[src/rtl/softmax_bwd_stream_if.sv]
// Stream bundle for softmax_bwd_stream: (g_i, y_i, last, inv_sum) in, dx_i out.
interface softmax_bwd_stream_if #(
    parameter int unsigned DATA_W = 16
);
    logic              in_valid;
    logic              in_ready;
    logic [DATA_W-1:0] in_grad;
    logic [DATA_W-1:0] in_y;
    logic              in_last;
    logic [DATA_W-1:0] inv_sum;
    logic              out_valid;
    logic              out_ready;
    logic [DATA_W-1:0] out_grad;
    logic              out_last;

    modport master (
        output in_valid, in_grad, in_y, in_last, inv_sum, out_ready,
        input  in_ready, out_valid, out_grad, out_last
    );

    modport slave (
        input  in_valid, in_grad, in_y, in_last, inv_sum, out_ready,
        output in_ready, out_valid, out_grad, out_last
    );
endinterface

[src/rtl/softmax_bwd_stream.sv]
// Streaming backward pass of the sum normalizer: dx_i = (g_i - sum_j g_j*y_j) * inv_sum.
// Define SOFTMAX_BWD_SAT_EN to saturate the accumulator and dx instead of wrapping.
module softmax_bwd_stream #(
    parameter int unsigned DATA_W = 16,
    parameter int unsigned FRAC   = 12,
    parameter int unsigned MAX_N  = 64,
    parameter int unsigned ACC_W  = 40
) (
    input  logic                clk,
    input  logic                rst,
    softmax_bwd_stream_if.slave bus,
    output logic                busy,
    output logic                err_overflow
);
    localparam int unsigned PROD_W = ACC_W + DATA_W;
    localparam int unsigned GY_W   = 2 * DATA_W;
    localparam int unsigned CNT_W  = $clog2(MAX_N + 1);
    localparam int unsigned ADDR_W = $clog2(MAX_N);

    typedef enum logic [1:0] {ACCUM, DOT, DRAIN} state_t;

    state_t                   state;
    logic signed [DATA_W-1:0] gbuf [MAX_N];
    logic signed [ACC_W-1:0]  acc;
    logic signed [DATA_W-1:0] inv_q;
    logic [CNT_W-1:0]         count;
    logic [CNT_W-1:0]         rd_ptr;

    logic                     accept_c;
    logic                     last_c;
    logic signed [GY_W-1:0]   gy_c;
    logic signed [ACC_W-1:0]  acc_next_c;
    logic signed [ACC_W-1:0]  dot_c;
    logic signed [ACC_W-1:0]  diff_c;
    logic [ADDR_W-1:0]        rd_idx_c;
    logic signed [PROD_W-1:0] prod_c;
    logic signed [PROD_W-1:0] res_c;
    logic signed [DATA_W-1:0] dx_c;

    assign accept_c = bus.in_valid && bus.in_ready;
    // A full buffer forces the current beat to close the vector.
    assign last_c   = bus.in_last || (count == CNT_W'(MAX_N - 1));
    assign gy_c     = GY_W'($signed(bus.in_grad)) * GY_W'($signed(bus.in_y));

`ifdef SOFTMAX_BWD_SAT_EN
    logic signed [ACC_W:0] sum_c;
    always_comb begin
        sum_c = (ACC_W+1)'(acc) + (ACC_W+1)'(gy_c);
        if (sum_c[ACC_W] != sum_c[ACC_W-1])
            acc_next_c = sum_c[ACC_W] ? {1'b1, {(ACC_W-1){1'b0}}} : {1'b0, {(ACC_W-1){1'b1}}};
        else
            acc_next_c = sum_c[ACC_W-1:0];
    end
`else
    assign acc_next_c = acc + ACC_W'(gy_c);
`endif

    // Read index 0 during DOT so the first result is ready when DRAIN starts.
    assign rd_idx_c = (state == DRAIN) ? ADDR_W'(rd_ptr) : '0;
    assign dot_c    = acc >>> FRAC;
    assign diff_c   = ACC_W'(gbuf[rd_idx_c]) - dot_c;
    assign prod_c   = PROD_W'(diff_c) * PROD_W'(inv_q);
    assign res_c    = prod_c >>> FRAC;

`ifdef SOFTMAX_BWD_SAT_EN
    always_comb begin
        if (res_c[PROD_W-1:DATA_W-1] == {(PROD_W-DATA_W+1){res_c[PROD_W-1]}})
            dx_c = res_c[DATA_W-1:0];
        else
            dx_c = res_c[PROD_W-1] ? {1'b1, {(DATA_W-1){1'b0}}} : {1'b0, {(DATA_W-1){1'b1}}};
    end
`else
    logic unused_res_hi;
    assign unused_res_hi = ^res_c[PROD_W-1:DATA_W];
    assign dx_c          = res_c[DATA_W-1:0];
`endif

    always_ff @(posedge clk) begin
        if (accept_c)
            gbuf[ADDR_W'(count)] <= $signed(bus.in_grad);
    end

    always_ff @(posedge clk) begin
        if (rst) begin
            state        <= ACCUM;
            bus.in_ready <= 1'b1;
            bus.out_valid <= 1'b0;
            bus.out_grad <= '0;
            bus.out_last <= 1'b0;
            busy         <= 1'b0;
            err_overflow <= 1'b0;
            acc          <= '0;
            count        <= '0;
            rd_ptr       <= '0;
            inv_q        <= '0;
        end else begin
            case (state)
                ACCUM: begin
                    if (accept_c) begin
                        acc   <= acc_next_c;
                        count <= count + CNT_W'(1);
                        busy  <= 1'b1;
                        if (count == '0)
                            inv_q <= $signed(bus.inv_sum);
                        if (last_c) begin
                            state        <= DOT;
                            bus.in_ready <= 1'b0;
                            if (!bus.in_last)
                                err_overflow <= 1'b1;
                        end
                    end
                end
                DOT: begin
                    bus.out_valid <= 1'b1;
                    bus.out_grad  <= dx_c;
                    bus.out_last  <= (count == CNT_W'(1));
                    rd_ptr        <= CNT_W'(1);
                    state         <= DRAIN;
                end
                DRAIN: begin
                    // out_valid is always high here, so out_ready alone marks a handshake.
                    if (bus.out_ready) begin
                        if (bus.out_last) begin
                            bus.out_valid <= 1'b0;
                            bus.out_last  <= 1'b0;
                            bus.in_ready  <= 1'b1;
                            busy          <= 1'b0;
                            acc           <= '0;
                            count         <= '0;
                            state         <= ACCUM;
                        end else begin
                            bus.out_grad <= dx_c;
                            bus.out_last <= (rd_ptr == count - CNT_W'(1));
                            rd_ptr       <= rd_ptr + CNT_W'(1);
                        end
                    end
                end
                default: state <= ACCUM;
            endcase
        end
    end
endmodule

[src/flat_wrapper.sv]
// flat-port wrapper written by rule: the top's interface ports become plain ports
module softmax_bwd_stream_flat 
#(
    parameter int unsigned DATA_W = 16,
    parameter int unsigned FRAC   = 12,
    parameter int unsigned MAX_N  = 64,
    parameter int unsigned ACC_W  = 40
)
  (clk, rst, busy, err_overflow, bus_in_valid, bus_in_grad, bus_in_y, bus_in_last, bus_inv_sum, bus_out_ready, bus_in_ready, bus_out_valid, bus_out_grad, bus_out_last);
  softmax_bwd_stream_if #(.DATA_W(DATA_W)) bus_i ();
  input  logic clk;
  input  logic rst;
  output logic busy;
  output logic err_overflow;
  input wire logic [$bits(bus_i.in_valid)-1:0] bus_in_valid;
  input wire logic [$bits(bus_i.in_grad)-1:0] bus_in_grad;
  input wire logic [$bits(bus_i.in_y)-1:0] bus_in_y;
  input wire logic [$bits(bus_i.in_last)-1:0] bus_in_last;
  input wire logic [$bits(bus_i.inv_sum)-1:0] bus_inv_sum;
  input wire logic [$bits(bus_i.out_ready)-1:0] bus_out_ready;
  output wire logic [$bits(bus_i.in_ready)-1:0] bus_in_ready;
  output wire logic [$bits(bus_i.out_valid)-1:0] bus_out_valid;
  output wire logic [$bits(bus_i.out_grad)-1:0] bus_out_grad;
  output wire logic [$bits(bus_i.out_last)-1:0] bus_out_last;
  assign bus_i.in_valid = bus_in_valid;
  assign bus_i.in_grad = bus_in_grad;
  assign bus_i.in_y = bus_in_y;
  assign bus_i.in_last = bus_in_last;
  assign bus_i.inv_sum = bus_inv_sum;
  assign bus_i.out_ready = bus_out_ready;
  assign bus_in_ready = bus_i.in_ready;
  assign bus_out_valid = bus_i.out_valid;
  assign bus_out_grad = bus_i.out_grad;
  assign bus_out_last = bus_i.out_last;
  softmax_bwd_stream #(.DATA_W(DATA_W), .FRAC(FRAC), .MAX_N(MAX_N), .ACC_W(ACC_W)) u_core (.clk(clk), .rst(rst), .bus(bus_i), .busy(busy), .err_overflow(err_overflow));
endmodule
[config.mk]
export PLATFORM = sky130hd
export DESIGN_NAME = softmax_bwd_stream_flat
export DESIGN_NICKNAME = d
export VERILOG_FILES = /design/src/rtl/softmax_bwd_stream_if.sv /design/src/rtl/softmax_bwd_stream.sv /design/src/flat_wrapper.sv
export SDC_FILE = /design/constraint.sdc
export NUM_CORES = 2
export LEC_CHECK = 0
export CORE_MARGIN = 2
export CORE_UTILIZATION = 26
export DETAILED_ROUTE_END_ITERATION = 8
export HOLD_SLACK_MARGIN = 0.15
export PLACE_DENSITY = 0.4
export SYNTH_ARGS = -nofsm -noshare
export SYNTH_HDL_FRONTEND = slang
export SYNTH_SLANG_ARGS = --single-unit
[constraint.sdc]
create_clock -name clk -period 13.28 [get_ports clk]
set_input_delay 1.328 -clock clk [delete_from_list [all_inputs] [get_ports clk]]
set_output_delay 1.328 -clock clk [all_outputs]
set_load 0.005 [all_outputs]
After elaboration in Yosys (flattened, before gate mapping)
Memories as Yosys holds them, arrays and structs flattened.
Index checks and enable logic that the tools add are counted.
{"block": "totals", "wordCells": 79, "inputBits": 53, "mem_count": 1, "ff_bits": 93, "output_inout_bits": 21, "mem_bits_rw": 1024}
{"memory": "u_core.gbuf", "depth": 64, "width": 16, "read_ports": 1, "rd_clocked_by_memory_dff": 0, "wr": 1, "line": "softmax_bwd_stream.sv:23", "source": "logic signed [DATA_W-1:0] gbuf [MAX_N];"}
{"block": "classes", "addsub": 5, "n_eq_ne": 10, "mul": 2, "bitwise_logic": 1, "n_mux": 35, "reduce_logical": 14}
{"cell": "$mux 40", "n": 3}
{"cell": "$pmux 40 s2", "n": 1}
{"cell": "$add 40x32->40", "n": 1}
{"cell": "$mux 7", "n": 5}
{"cell": "$mul 16x16->32", "n": 1}
{"cell": "$mux 16", "n": 2}
{"cell": "$pmux 16 s2", "n": 1}
{"cell": "$mul 29x16->28", "n": 1}
{"cell": "$sub 16x28->29", "n": 1}
{"cell": "$pmux 7 s2", "n": 2}
{"cell": "$add 7x1->7 const B", "n": 2}
{"cell": "$reduce_and 4->1", "n": 3}
{"cell": "$mux 1", "n": 11}
{"cell": "$reduce_and 3->1", "n": 3}
{"cell": "$mux 2", "n": 4}
{"cell": "$pmux 1 s2", "n": 4}
{"cell": "$eq 7x1->1 const B", "n": 1}
{"cell": "$eq 7x6->1 const B", "n": 1}
{"cell": "$eq 7x7->1", "n": 1}
{"cell": "$logic_not 7->1", "n": 1}
{"cell": "$sub 7x1->7 const B", "n": 1}
{"cell": "$mux 6", "n": 1}
{"cell": "$ne 2x1->1 const B", "n": 3}
{"cell": "$pmux 2 s3", "n": 1}
{"cell": "other kinds (10)", "n": 12}

Depth between registers and ports, before layout
An unclocked memory read counts as a cell.
{"block": "logic_depth", "depth_word": 8, "depth_mapped": 49, "ltp_nobuf": 43}

Worst setup path after synthesis
Ideal clock, no wire load.
{"block": "synth_timing", "kind": "flip-flop to flip-flop", "start": "register u_core.state[1]", "end": "register u_core.bus.out_grad[15]", "period_less_slack_ns": 10.251, "required_time_ns": 13.194, "t_arrival_ns": 10.166, "stages_incl_launch_ff": 44, "setup_slack_ns": 3.029, "setup_ns": 0.086, "cell_sequence": "dfxtp_1 buf_2 nand3b_1 buf_2 clkbuf_1 buf_1 clkbuf_1 clkbuf_1 a221oi_1 o311ai_0 a31oi_1 a21oi_1 ha_1 nor2b_1 o31ai_1 a31oi_4 a31o_2 a21o_1 [... 8 more ...] inv_1 fa_1 fa_1 inv_1 fa_1 inv_1 ha_1 inv_1 o211ai_1 o21ba_2 o31ai_1 nor4_1 nor4b_1 o21a_1 o21a_1 nor2_1 xnor3_1 a211oi_1"}
{"block": "synth_via", "elab_chain_cells": 8}
{"item": "start, declared", "line": "softmax_bwd_stream.sv:22", "source": "state_t state;"}
{"item": "start signal, assigned", "line": "softmax_bwd_stream.sv:85", "source": "state <= ACCUM;"}
{"item": "start signal, assigned", "line": "softmax_bwd_stream.sv:106", "source": "state <= DOT;"}
{"item": "start signal, assigned", "line": "softmax_bwd_stream.sv:118", "source": "state <= DRAIN;"}
{"item": "$eq 2x2->1", "line": "softmax_bwd_stream.sv:59, softmax_bwd_stream.sv:97"}
{"item": "$mux 6", "line": "softmax_bwd_stream.sv:59", "source": "assign rd_idx_c = (state == DRAIN) ? ADDR_W'(rd_ptr) : '0;"}
{"item": "$mem_v2 64x16"}
{"item": "$sub 16x28->29", "line": "softmax_bwd_stream.sv:61", "source": "assign diff_c = ACC_W'(gbuf[rd_idx_c]) - dot_c;"}
{"item": "$mul 29x16->28", "line": "softmax_bwd_stream.sv:62", "source": "assign prod_c = PROD_W'(diff_c) * PROD_W'(inv_q);"}
{"item": "$mux 16", "line": "softmax_bwd_stream.sv:123", "source": "if (bus.out_last) begin"}
{"item": "$mux 16", "line": "softmax_bwd_stream.sv:122", "source": "if (bus.out_ready) begin"}
{"item": "$pmux 16 s2", "line": "softmax_bwd_stream.sv:97", "source": "case (state)"}
{"item": "end signal, assigned", "line": "softmax_bwd_stream.sv:88", "source": "bus.out_grad <= '0;"}
{"item": "end signal, assigned", "line": "softmax_bwd_stream.sv:115", "source": "bus.out_grad <= dx_c;"}
{"item": "end signal, assigned", "line": "softmax_bwd_stream.sv:132", "source": "bus.out_grad <= dx_c;"}
{"item": "end, declared", "line": "softmax_bwd_stream_if.sv:23", "source": "output in_ready, out_valid, out_grad, out_last"}
Parallel ways exist; a longest one is shown, timed or not. The select of a mux whose other input is x is not followed.
A chain may end at the register's enable or synchronous reset.

Final worst setup path
{"block": "layout_timing", "start": "register u_core.state[0]", "end": "register u_core.bus.out_grad[15]"}
Same word-level chain as after synthesis.

==> results.txt <==
For the worst setup path, the data arrival time is 12.83 ns. The number of buffers inserted during clock tree synthesis came out at 130. The final clock period utilization by the worst path came out at 0.917. The detailed-route DRC error count is 0.

The starting density of the core came out at 0.262. The post-synthesis compound-gate area fraction came to 0.0834. The tightest min-delay check is of the reg -> reg type. The highest net fanout along the worst path came out at 47. The number of nets with antenna violations after detailed routing came out at 0.

The endpoint type of the worst setup path is a flop. The number of cell rows came out at between 150 and 200. The run finished with clean final reports. The start-to-end type of the worst setup path is reg -> reg. The maximum ir drop on the vdd rail came out at 0.455 mV. The transition time at the pin with the least slew margin came out at between 1 and 1.5 ns. The global-route wire length before repair is 311000 um. The number of endpoints with negative hold slack in the final report came to 0. For this run, the top clock speed supported by timing is 0.0822 GHz. The length in cells of the worst reg-to-reg path came out at 38. Of the cells placed in the final design, the portion with a size suffix greater than 1 is 0.107.

The per-instance average area after synthesis is between 10 and 15 um^2. Across every metal layer, demand over resource in global routing totals 0.164. The signed area change from the synthesized netlist to the final layout came out at 14.5%. The area of the die came out at 0.258 mm^2. The dominant combinational cell family by area after synthesis is adder cells. For this design, the slowest cell found on the critical path is mux4_2. For this run, the number of Yosys warnings is 0.

The H-tree level count is 4. Dividing the detail-routed wire length by the instance count gives 24.5 um. The worst-skew pair later-pin latency came out at 0.79 ns. The total negative slack is 0 ns.

The parity-gate share of the synthesized area counting xor and xnor cells came out at 0.0155. The floorplan step set the die width to 508 um. The net total in the final layout came out at 6025. The detailed router finished its first iteration with around 3.4k violations. The via count came out at 41.2k.

At the placement stage, the worst setup path has a slack of 1.20 ns. The sequential share of the synthesized area came out at 0.495. The first-pass iteration count of the detailed router is 6.

Setup repair after global routing left no endpoint under its margin. The root cell of the clock tree is clkbuf_16. The kind of start point of the critical path is a flop. The post-cts repair resize count is 0. The summed instance area of the synthesized netlist came out at 0.0659 mm^2. The total count of max-transition violations in the final report is 0. between 70 and 80 I/O pins were placed. Clock-pin slew was measured on the worst setup and hold paths at 0.06 ns. The count of hold-fix buffers inserted at cts is 0. In the synthesized netlist the async set-or-reset flop fraction comes to 0. The most common cell in the netlist is edfxtp_1. The global placer's final weighted congestion came out at 0.831. The initial antenna violation count is 7. Of the total synthesized cell area, the portion taken by AND, OR, NAND and NOR gates is 0.0879. For this block, the routed nets add up to between 200000 and 250000 um of wire. Counting every net in the synthesized netlist gives 5924. The mux share of post-synthesis cell area is 0.0443. The most used flip-flop cell after synthesis is edfxtp_1.

The number of setup buffers added after CTS is 0. The clock arrives with between 0.04 and 0.05 ns of skew. The final period demand of the worst path came out at around 12 ns.

The total setup violations reported at the end of the flow came out at 0. The area of the core came out at approximately 0.25 mm^2. TritonCTS built the clock tree. After global routing the overflow that remains totals 0.

In this run, synthesis produced a sequential element count of ~1.1k. The number of unique standard cell types used by synthesis came out at slightly above 80. The number of filler instances in the final layout came out at 25.6k.

The power per cell area is around 230 mW/mm^2. The final worst-path setup slack is about 1.1 ns. Of the post-synthesis cell area, the dominant cell type holds 0.466.

The number of buffers added on ports came out at 73. The number of global-route vias before repair was 43.2k. The hold-critical path depth is 2. The ratio of routed vias to standard cells is 4.78.

The leakage power is 28.1 nW. edfxtp_1 takes more of the synthesized area than any other cell. The floorplan die height is 508 um. In the synthesized netlist, the cells that appear most often are 1024 x edfxtp_1, 667 x inv_1, 578 x fa_1. The final HPWL from detailed placement came out at about 140000 um. The maximum number of buffers from clock root to sink is 3.

The synthesized instance count came out at 5065. The worst slew margin relative to its limit is 0.187. By area the synthesized netlist is led by edfxtp_1 47%, fa_1 18%, ha_1 4.3%. The CTS sink count came out at 1117. The biggest cell delay along the critical path is ~0.60 ns.

Entering global routing, the biggest net connects about 100 pins. In this run, synthesis inferred 1024 flip-flops with an integrated enable. The critical path required time came out at between 10 and 15 ns. The total of max-cap violations came out at 0. Of the total synthesized cell area, the portion taken by full adders, half adders and majority gates is 0.219.
-- per-stage QoR --
stage,hold slack (ns),total power [mW],util,cells,area (um^2)
after floorplan,0.448,11.3,-,5065,65900
after global placement,0.446,14.2,0.283,8382,71300
after detailed placement,0.446,14.1,0.283,8382,71300
after CTS,0.451,17.8,0.300,8611,75500
after global routing,0.463,19.1,0.300,8611,75500
final,0.451,17.5,0.300,8617,75500
-- cell usage in the layout, fill, tap and decap left out, drive strengths merged, types with 47 or more instances in the layout --
cell,instances
buf,211
clkinv,47
inv,677
fa,578
nor3,103
edfxtp,1024
clkbuf,161
nor2,194
xnor2,68
o311ai,59
a221oi,231
a21oi,113
dfxtp,93
clkdlybuf4s50,56
mux4,124
and2,258
a211oi,76
ha,228
nand2,477
-- sequential cells by signal, indices dropped and copies added (netlist names) --
name and flops:
u_core.acc 40, u_core.busy 1, u_core.bus.in_ready 1, u_core.rd_ptr 7, u_core.gbuf 1024, u_core.bus.out_last 1
u_core.bus.out_grad 16, u_core.count 7, u_core.err_overflow 1, u_core.bus.out_valid 1, u_core.state 2, u_core.inv_q 16
-- path summary, 6_finish.rpt --
path | slack, ns | from | to
setup / recovery | 1.11 | u_core.state[0] | u_core.bus.out_grad[15]
hold / removal | 0.45 | u_core.bus.out_grad[9] | u_core.bus.out_grad[9]
setup reg to reg | 1.11 | u_core.state[0] | u_core.bus.out_grad[15]
hold reg to reg | 0.45 | u_core.bus.out_grad[9] | u_core.bus.out_grad[9]
-- layout make-up --
class                      instances  area, um^2  area share
antenna                            6        15.0    0.000199
clock buffer                     161        3370      0.0446
clock inverter                    68         773      0.0102
inverter                         667        2500      0.0332
multi-input combinational       2983       29700       0.394
sequential                      1117       32600       0.432
tap                             3348        4190      0.0555
timing repair buffer             267        2290      0.0304
-- cells by family (layout without fill, tap and decap cells) --
group	after synthesis	count (layout)
other	0	6
adders and majority gates	806	806
xor gates and xnor gates	107	107
AOI/OAI and AO/OA	728	728
muxes	136	136
buffers and inverters	965	1163
and+or+nand+nor	1206	1206
DFF	1117	1117
-- layer usage --
| metal | GRT usage | vias to the layer above | part of all wire |
|---|---|---|---|
| li1 | - | 18115 | - |
| met1 | 0.242 | 21833 | 0.48 |
| met2 | 0.255 | 1039 | 0.45 |
| met3 | 0.0205 | 194 | 0.046 |
| met4 | 0.0350 | 4 | 0.019 |
| met5 | 0 | - | 0.00013 |
-- critical path: cells and delay by family, from the launching register on --
family	cells	cell delay, ns
AO/OA/AOI/OAI	11	2.90
XOR/XNOR	10	2.48
adder cells (fa/ha/maj)	7	3.19
buffers and inverters	5	1.30
flip-flops	1	0.33
multiplexers	1	0.60
AND/OR/NAND/NOR	4	1.17
-- report_power, final --
part	internal [mW]	switching, mW	leakage (nW)
Sequential	3.92	0.0733	9.97
Clock	1.99	1.53	1.99
Combinational	4.19	5.81	16.1
Total	10.1	7.42	28.1
No activity file was read; power rests on OpenSTA's default activity.
